$ cat config.mk
export PLATFORM = sky130hd
export DESIGN_NAME = csr_uart_fifo
export DESIGN_NICKNAME = d
export VERILOG_FILES = /design/src/rtl/csr_uart_fifo.sv
export SDC_FILE = /design/constraint.sdc
export NUM_CORES = 1
export LEC_CHECK = 0
export CAP_MARGIN = 5
export CORE_MARGIN = 5
export CORE_UTILIZATION = 50
export DETAILED_ROUTE_END_ITERATION = 7
export PLACE_DENSITY = 0.69
export REMOVE_ABC_BUFFERS = 1
export SLEW_MARGIN = 40
export SYNTH_ARGS = -nofsm -noshare
export SYNTH_HDL_FRONTEND = slang
export SYNTH_SLANG_ARGS = --single-unit
$ cat constraint.sdc
create_clock -name clk -period 7.6 [get_ports clk]
set_clock_uncertainty 0.05 [all_clocks]
set_input_delay 0.76 -clock clk [delete_from_list [all_inputs] [get_ports clk]]
set_output_delay 0.76 -clock clk [all_outputs]
set_load 0.02 [all_outputs]
$ cat src/rtl/csr_uart_fifo.sv
// csr_uart_fifo: buffered UART on the CSR bus with RX/TX byte FIFOs.
// Define CSR_UART_FIFO_LOOPBACK_EN to feed the receiver from tx internally.
module csr_uart_fifo #(
   parameter logic [11:0] BASE_ADDR  = 12'hBC0,
   parameter int          CLOCK_RATE = 12_000_000,
   parameter int          BAUD_RATE  = 115200,
   parameter int          DEPTH      = 16
) (
   input  logic        clk,
   input  logic        rst,
   input  logic        read,
   input  logic [2:0]  modify,
   input  logic [31:0] wdata,
   input  logic [11:0] addr,
   output logic [31:0] rdata,
   output logic        valid,
   input  logic        rx,
   output logic        tx
);
   localparam int DIV_RAW = CLOCK_RATE / BAUD_RATE;
   localparam int DIV = (DIV_RAW < 8) ? 8 : DIV_RAW;
   localparam int AW = $clog2(DEPTH);
   localparam int CW = $clog2(DIV);
   localparam logic [CW-1:0] DIV_LAST = CW'(DIV - 1);
   localparam logic [CW-1:0] HALF_LAST = CW'(DIV / 2 - 1);

   typedef enum logic [1:0] {
      S_IDLE, S_START, S_DATA, S_STOP
   } state_t;

   logic [7:0]  rx_mem [DEPTH];
   logic [AW:0] rx_wp, rx_rp;
   logic [7:0]  tx_mem [DEPTH];
   logic [AW:0] tx_wp, tx_rp;
   logic        rx_empty, rx_full;
   logic        tx_empty, tx_full;
   logic        rx_ovr;

   assign rx_empty = rx_wp == rx_rp;
   assign rx_full  = (rx_wp[AW] != rx_rp[AW]) &&
                     (rx_wp[AW-1:0] == rx_rp[AW-1:0]);
   assign tx_empty = tx_wp == tx_rp;
   assign tx_full  = (tx_wp[AW] != tx_rp[AW]) &&
                     (tx_wp[AW-1:0] == tx_rp[AW-1:0]);

   logic        hit, op_wr;
   logic [31:0] r_val, n_val;
   logic        rx_pop, tx_push, ovr_clr;

   always_comb begin
      hit   = read && (addr == BASE_ADDR);
      r_val = {21'd0, rx_ovr, tx_full, !rx_empty,
               rx_empty ? 8'd0 : rx_mem[rx_rp[AW-1:0]]};
      n_val = wdata;
      op_wr = 1'b0;
      unique case (1'b1)
         modify == 3'b001: begin
            n_val = wdata;
            op_wr = hit;
         end
         modify == 3'b010: begin
            n_val = r_val | wdata;
            op_wr = hit;
         end
         modify == 3'b100: begin
            n_val = r_val & ~wdata;
            op_wr = hit;
         end
         default: ;
      endcase
      rx_pop  = hit && (modify == 3'b000) && !rx_empty;
      tx_push = op_wr && !n_val[31] && !tx_full;
      ovr_clr = op_wr && n_val[31];
   end

   logic unused_nval;
   assign unused_nval = ^n_val[30:8];

   always_ff @(posedge clk) begin
      if (rst) begin
         valid <= 1'b0;
         rdata <= '0;
      end else begin
         valid <= hit;
         rdata <= hit ? r_val : '0;
      end
   end

   // Transmitter
   state_t        tx_st;
   logic [CW-1:0] tx_cnt;
   logic [2:0]    tx_bit;
   logic [7:0]    tx_sh;
   logic          tx_pop;

   assign tx_pop = (tx_st == S_IDLE) && !tx_empty;

   always_ff @(posedge clk) begin
      if (rst) begin
         tx_st  <= S_IDLE;
         tx     <= 1'b1;
         tx_cnt <= '0;
         tx_bit <= '0;
         tx_sh  <= '0;
      end else begin
         unique case (tx_st)
            S_IDLE: if (!tx_empty) begin
               tx_st  <= S_START;
               tx     <= 1'b0;
               tx_cnt <= '0;
               tx_sh  <= tx_mem[tx_rp[AW-1:0]];
            end
            S_START: if (tx_cnt == DIV_LAST) begin
               tx_st  <= S_DATA;
               tx     <= tx_sh[0];
               tx_cnt <= '0;
               tx_bit <= '0;
            end else begin
               tx_cnt <= tx_cnt + 1'b1;
            end
            S_DATA: if (tx_cnt == DIV_LAST) begin
               tx_cnt <= '0;
               if (tx_bit == 3'd7) begin
                  tx_st <= S_STOP;
                  tx    <= 1'b1;
               end else begin
                  tx_bit <= tx_bit + 1'b1;
                  tx     <= tx_sh[1];
                  tx_sh  <= {1'b0, tx_sh[7:1]};
               end
            end else begin
               tx_cnt <= tx_cnt + 1'b1;
            end
            S_STOP: if (tx_cnt == DIV_LAST) begin
               tx_st  <= S_IDLE;
               tx_cnt <= '0;
            end else begin
               tx_cnt <= tx_cnt + 1'b1;
            end
         endcase
      end
   end

   logic rx_in;
`ifdef CSR_UART_FIFO_LOOPBACK_EN
   logic unused_rx;
   assign unused_rx = rx;
   assign rx_in = tx;
`else
   logic rx_s1, rx_s2;
   always_ff @(posedge clk) begin
      if (rst) begin
         rx_s1 <= 1'b1;
         rx_s2 <= 1'b1;
      end else begin
         rx_s1 <= rx;
         rx_s2 <= rx_s1;
      end
   end
   assign rx_in = rx_s2;
`endif

   // Receiver: start bit checked mid-bit, then one sample per DIV
   state_t        rx_st;
   logic [CW-1:0] rx_cnt;
   logic [2:0]    rx_bit;
   logic [7:0]    rx_sh;
   logic          rx_prev;
   logic          rx_push, rx_wr_ok;

   assign rx_push  = (rx_st == S_STOP) && (rx_cnt == DIV_LAST) &&
                     rx_in;
   assign rx_wr_ok = rx_push && (!rx_full || rx_pop);

   always_ff @(posedge clk) begin
      if (rst) begin
         rx_st   <= S_IDLE;
         rx_cnt  <= '0;
         rx_bit  <= '0;
         rx_sh   <= '0;
         rx_prev <= 1'b1;
      end else begin
         rx_prev <= rx_in;
         unique case (rx_st)
            S_IDLE: if (rx_prev && !rx_in) begin
               rx_st  <= S_START;
               rx_cnt <= '0;
            end
            S_START: if (rx_cnt == HALF_LAST) begin
               rx_st  <= rx_in ? S_IDLE : S_DATA;
               rx_cnt <= '0;
               rx_bit <= '0;
            end else begin
               rx_cnt <= rx_cnt + 1'b1;
            end
            S_DATA: if (rx_cnt == DIV_LAST) begin
               rx_cnt <= '0;
               rx_sh  <= {rx_in, rx_sh[7:1]};
               if (rx_bit == 3'd7)
                  rx_st <= S_STOP;
               else
                  rx_bit <= rx_bit + 1'b1;
            end else begin
               rx_cnt <= rx_cnt + 1'b1;
            end
            S_STOP: if (rx_cnt == DIV_LAST) begin
               rx_st  <= S_IDLE;
               rx_cnt <= '0;
            end else begin
               rx_cnt <= rx_cnt + 1'b1;
            end
         endcase
      end
   end

   always_ff @(posedge clk) begin
      if (rx_wr_ok)
         rx_mem[rx_wp[AW-1:0]] <= rx_sh;
      if (tx_push)
         tx_mem[tx_wp[AW-1:0]] <= n_val[7:0];
   end

   always_ff @(posedge clk) begin
      if (rst) begin
         rx_wp  <= '0;
         rx_rp  <= '0;
         tx_wp  <= '0;
         tx_rp  <= '0;
         rx_ovr <= 1'b0;
      end else begin
         if (rx_wr_ok)
            rx_wp <= rx_wp + 1'b1;
         if (rx_pop)
            rx_rp <= rx_rp + 1'b1;
         if (tx_push)
            tx_wp <= tx_wp + 1'b1;
         if (tx_pop)
            tx_rp <= tx_rp + 1'b1;
         if (rx_push && rx_full && !rx_pop)
            rx_ovr <= 1'b1;
         else if (ovr_clr)
            rx_ovr <= 1'b0;
      end
   end
endmodule
Word level (Yosys, flattened, before mapping)
Memories as Yosys holds them, arrays and structs flattened. A register that Yosys moved wholly into a read port is not among the register bits.
Cells that the tools add are included.
W data, S select, Z words.

storage, ports and cells
  bits in registers = 98
  memory bits (writable) = 256
  output and inout port bits = 34
  logic and storage cells = 159
  memories kept = 2

memories
  memory  depth  bits a word  rd ports  clocked after Yosys merged registers in  write ports  line  text
  rx_mem  16     8            1         1                                        1            31    logic [7:0] rx_mem [DEPTH];
  tx_mem  16     8            1         1                                        1            33    logic [7:0] tx_mem [DEPTH];

cells by class
  add/subtract/negate cells = 8
  equality and inequality tests = 33
  multiplexer cells = 50
  bitwise operators = 4
  reductions and logical operators = 42

operators with widths
  kind                    count
  $pmux W32 S2            1
  $mux W7                 5
  $and A11 B32 Y32        1
  $mux W8                 4
  $not A32 Y32            1
  $or A11 B32 Y32         1
  $mux W2                 11
  $ne A2 B2 Y1 const B    11
  $pmux W7 S3             1
  $add A5 B1 Y5 const B   4
  $mux W3                 6
  $mux W4                 4
  $pmux W2 S4             2
  $pmux W8 S2             1
  $reduce_and A4 Y1       4
  $logic_and A1 B1 Y1     15
  $add A7 B1 Y7 const B   2
  $eq A7 B7 Y1 const B    2
  $pmux W7 S2             1
  $eq A12 B12 Y1 const B  1
  $pmux W3 S2             2
  $mux W1                 11
  $eq A5 B5 Y1            2
  $reduce_and A5 Y1       2
  other kinds (21)        42

Logic depth before layout (Yosys ltp)
  depth after elaboration = 9
  mapped depth = 9
  mapped depth without buffers = 7

Worst setup path after synthesis
Ideal clock, no wire load.

  path kind = input -> register
  start = in modify[0]
  end = mem tx_mem[3][0], enable pin
  arrival = 2,493 ps
  required time = 7,167 ps
  slack = 4,673 ps
  stages = 5
  buffers on the path = 1
  path through = or3b_1 buf_6 a21boi_4 a2111o_1 nor3_1

between the ends
  longest elaborated chain between the ends = 7

RTL lines
  element                                                            line    text
  start, declared                                                    12      input logic [2:0] modify,
  $eq A3 B1 Y1, or another cell as far along                         57      modify == 3'b001: begin
  $reduce_or A3 Y1 (no source line) or $pmux W32 S2 (tied branches)  n/a
  $mux W1 or $logic_not A1 Y1 (tied branches)                        56, 72
  $logic_and A1 B1 Y1 * (2 in a row)                                 72      tx_push = op_wr && !n_val[31] && !tx_full;
  $mux W1 *                                                          219     if (tx_push)
  $mux W1 (not written as such) *                                    220     tx_mem[tx_wp[AW-1:0]] <= n_val[7:0];
  end, declared                                                      33

Every way passes the cells marked *; elsewhere a longest branch is shown, timed or not.

Final worst setup path
  start = in addr[1]
  end = mem rx_mem[3][4], enable pin

between the ends
  longest elaborated chain between the ends = 8

RTL lines
  element                           line  text
  start, declared                   14    input logic [11:0] addr,
  $eq A12 B12 Y1                    51    hit = read && (addr == BASE_ADDR);
  $logic_and A1 B1 Y1               51
  $logic_and A1 B1 Y1 (2 in a row)  71    rx_pop = hit && (modify == 3'b000) && !rx_empty;
  $logic_or A1 B1 Y1                173   assign rx_wr_ok = rx_push && (!rx_full || rx_pop);
  $logic_and A1 B1 Y1               173
  $mux W1                           217   if (rx_wr_ok)
  $mux W1 (not written as such)     218   rx_mem[rx_wp[AW-1:0]] <= rx_sh;
  end, declared                     31

Every way passes these cells.

==> results_dict.tcl <==
set metrics [dict create \
    hold-path-endpoint "rx_in$_SDFF_PP1_" \
    endpoint_kind "register" \
    path_clk_slew_ns 0.06 \
    post-route-util 0.576 \
    cts_made_buffers 36 \
    holdWs_ns 0.374 \
    hold_path_depth 1 \
    layout_common_cells "edfxtp_1, dfxtp_1, mux4_2" \
    antenna_cells 0 \
    antenna_left 0 \
    numPortBuffers 40 \
    rsz0062_at_grt "no" \
    internal_power_w 0.00323 \
    clkLatencyLatePin_ns 0.52 \
    initial_core_util 0.505 \
    io_pins 85 \
    syn_inst 897 \
    finalHoldViolations 0 \
    cts_resized 0 \
    p_leak_nw 5.30 \
    hp-class "reg -> reg" \
    track_usage 0.184 \
    row_count 61 \
    drive_gt1_frac 0.158 \
    min_period_ns 3.47 \
    setup_violations 0 \
    yosys.area.top_type "edfxtp_1" \
    grt_pass1_vias 7684 \
    grt_max_degree 47 \
    vias 7651 \
    dr.pass1.iters 7 \
    rrSetupSlack_ns 4.57 \
    syn_area_per_cell_sq_um 15.6 \
    netlist_top_cells_area "edfxtp_1, dfxtp_1, mux4_2" \
    worst_slew_pin_slew_ns 0.869 \
    ys.flop_type "edfxtp_1" \
    synth_top_area_share 0.551 \
    core_region_area_sq_um 27600 \
    clockPowerShare 0.418 \
    antenna_found_initial 0 \
    wire_per_inst_um 21.1 \
    dp_cells 1280 \
    combPwrFrac 0.095 \
    p_switching_w 0.000945 \
    layout.nets 1012 \
    fmax_mhz 288 \
    die_area_sq_um 31300 \
    outcome "finished clean" \
    ys_warn_count 0 \
    final_common_cell "edfxtp_1" \
    cts_root_buf "clkbuf_16" \
    grt_first_pass_wirelength_um 43900 \
    critPathRequiredTime_ns 7.71 \
    drt_wl_total_um 28500 \
    vdd_drop_max_v 0.000207 \
    hp-start "rx_s1$_SDFF_PP1_" \
    synth_edf_count 256 \
    cts_buffer_depth 3 \
    reg2regPathDepth 5 \
    cp-start-kind "input pin" \
    gp_congestion 0.791 \
    p_total_w 0.00417 \
    synth_cell_type_count 60 \
    tns_ns 0 \
    worstPathArrival_ns 3.57 \
    cts_sinks 341 \
    cts_tree "built" \
    die_x_um 177 \
    report.final.slew_viol_count 0 \
    min_period_over_period 0.456 \
    vias_per_cell 5.68 \
    die_height_um 177 \
    syn_to_final_growth_pct 14.1 \
    crit_fanout 17 \
    drc 0 \
    max_cap_violations 0 \
    swShare 0.227 \
    ys_ff_latch 341 \
    p_seq_frac 0.487 \
    first_iter_violations 581 \
    power_density_nw_per_um2 262 \
    cts_setup_buffers 0 \
    seq_area_frac_synth 0.673 \
    slew_headroom 0.420 \
    synth_area_sq_um 13900 \
    cts-hold-fix-buffers 0 \
    hpwl_um 18200 \
    async_reset_ff_frac 0 \
    gr-total-overflow 0 \
    reg2reg_to "tx_mem[15][3]$_DFFE_PP_" \
    final_cells 1346 \
    htree_levels 2 \
    worstSetupPathType "in -> reg" \
]
[worst max-delay path by stage]
stage	start	end	cells after the start	slack (ns)
floorplan	register	tx_mem[0][2]$_DFFE_PP_	4	4.32
global placement	addr[1]	rx_mem[10][5]$_DFFE_PP_	6	3.40
detailed placement	addr[1]	rx_mem[8][5]$_DFFE_PP_	6	3.38
CTS	addr[1]	rx_mem[9][0]$_DFFE_PP_	6	3.92
global route	addr[1]	rx_mem[14][1]$_DFFE_PP_	6	3.92
finish	addr[1]	rx_mem[3][4]$_DFFE_PP_	6	4.13
[worst max-delay path, stage by stage]
cell	delay, ns
clkdlybuf4s50_1	0.40
nor4_1	0.29
nand4_1	0.59
o211a_1	0.54
nor2_2	0.47
and3_1	0.53
[sequential cells by signal, indices dropped and copies added (netlist names), 7 cells and up, named ones only]
signal	cells
rx_mem	128
tx_mem	128
rdata	11
rx_sh	8
tx_sh	8
rx_cnt	7
tx_cnt	7
[through the flow]
step / worst slack [ns] / area, sq um
6_report: 4.13 / 15900
5_1_grt: 3.92 / 15900
4_1_cts: 3.92 / 15900
3_5_place_dp: 3.38 / 14700
3_3_place_gp: 3.40 / 14600
2_1_floorplan: 4.32 / 13700
[routing by layer]
layer | track usage | wire length [um] | vias to the layer above
li1 | - | - | 3554
met1 | 0.240 | 11700 | 3863
met2 | 0.320 | 14700 | 191
met3 | 0.0297 | 1490 | 43
met4 | 0.0529 | 605 | 0
met5 | 0 | 0 | -
[cell families (layout without fill, tap and decap cells)]
group                    after synthesis  in the layout  share of synthesized area
AND/OR/NAND/NOR                      228            228                     0.0851
other                                  1             21                   0.000269
buffers and inverters                 80            131                     0.0291
adder cells (fa/ha/maj)               21             21                     0.0188
XOR/XNOR                              25             25                     0.0157
flip-flops                           341            341                      0.673
AO/OA/AOI/OAI                        119            119                     0.0605
multiplexers                          82             82                      0.117
[power by group through the flow]
stage	Clock (W)	Combinational [W]	Sequential, W
after global placement	0	0.000390	0.00207
after floorplan	0	0.000253	0.00210
after global routing	0.00185	0.000438	0.00203
after CTS	0.00178	0.000401	0.00203
after detailed placement	0	0.000400	0.00207
final	0.00174	0.000398	0.00203
[final cells by class]
type | instances | area, sq um
fillers | 2199 | 11700
flip-flops and latches | 341 | 9390
multi-input cells | 496 | 4340
clock buffers | 52 | 1010
well taps | 378 | 473
repair buffers | 48 | 455
clock inverters | 14 | 169
inverters | 17 | 63.8
[cell usage after synthesis (3+ instances only)]
library cell	instances
o21a_1	8
o21ai_0	8
nand2b_1	18
dfxtp_1	85
and2_1	5
a311oi_1	3
nor2b_1	10
a221oi_1	8
nand4_1	9
o31ai_1	13
mux2i_1	14
nor2_1	56
buf_4	21
and3_1	30
mux2_2	3
mux4_2	65
a21oi_1	30
a22o_1	8
buf_2	15
o22ai_1	12
nand2_1	37
or3_1	5
nor4_1	3
edfxtp_1	256
a31oi_1	3
clkbuf_1	25
xor2_1	11
a2111oi_0	8
or4_1	4
or2_2	6
nand3_1	19
xnor2_1	14
ha_1	21
nand3b_1	5
nor3_1	12
inv_1	17
and4_1	4
Note: power is estimated with default switching activity, not from simulation.
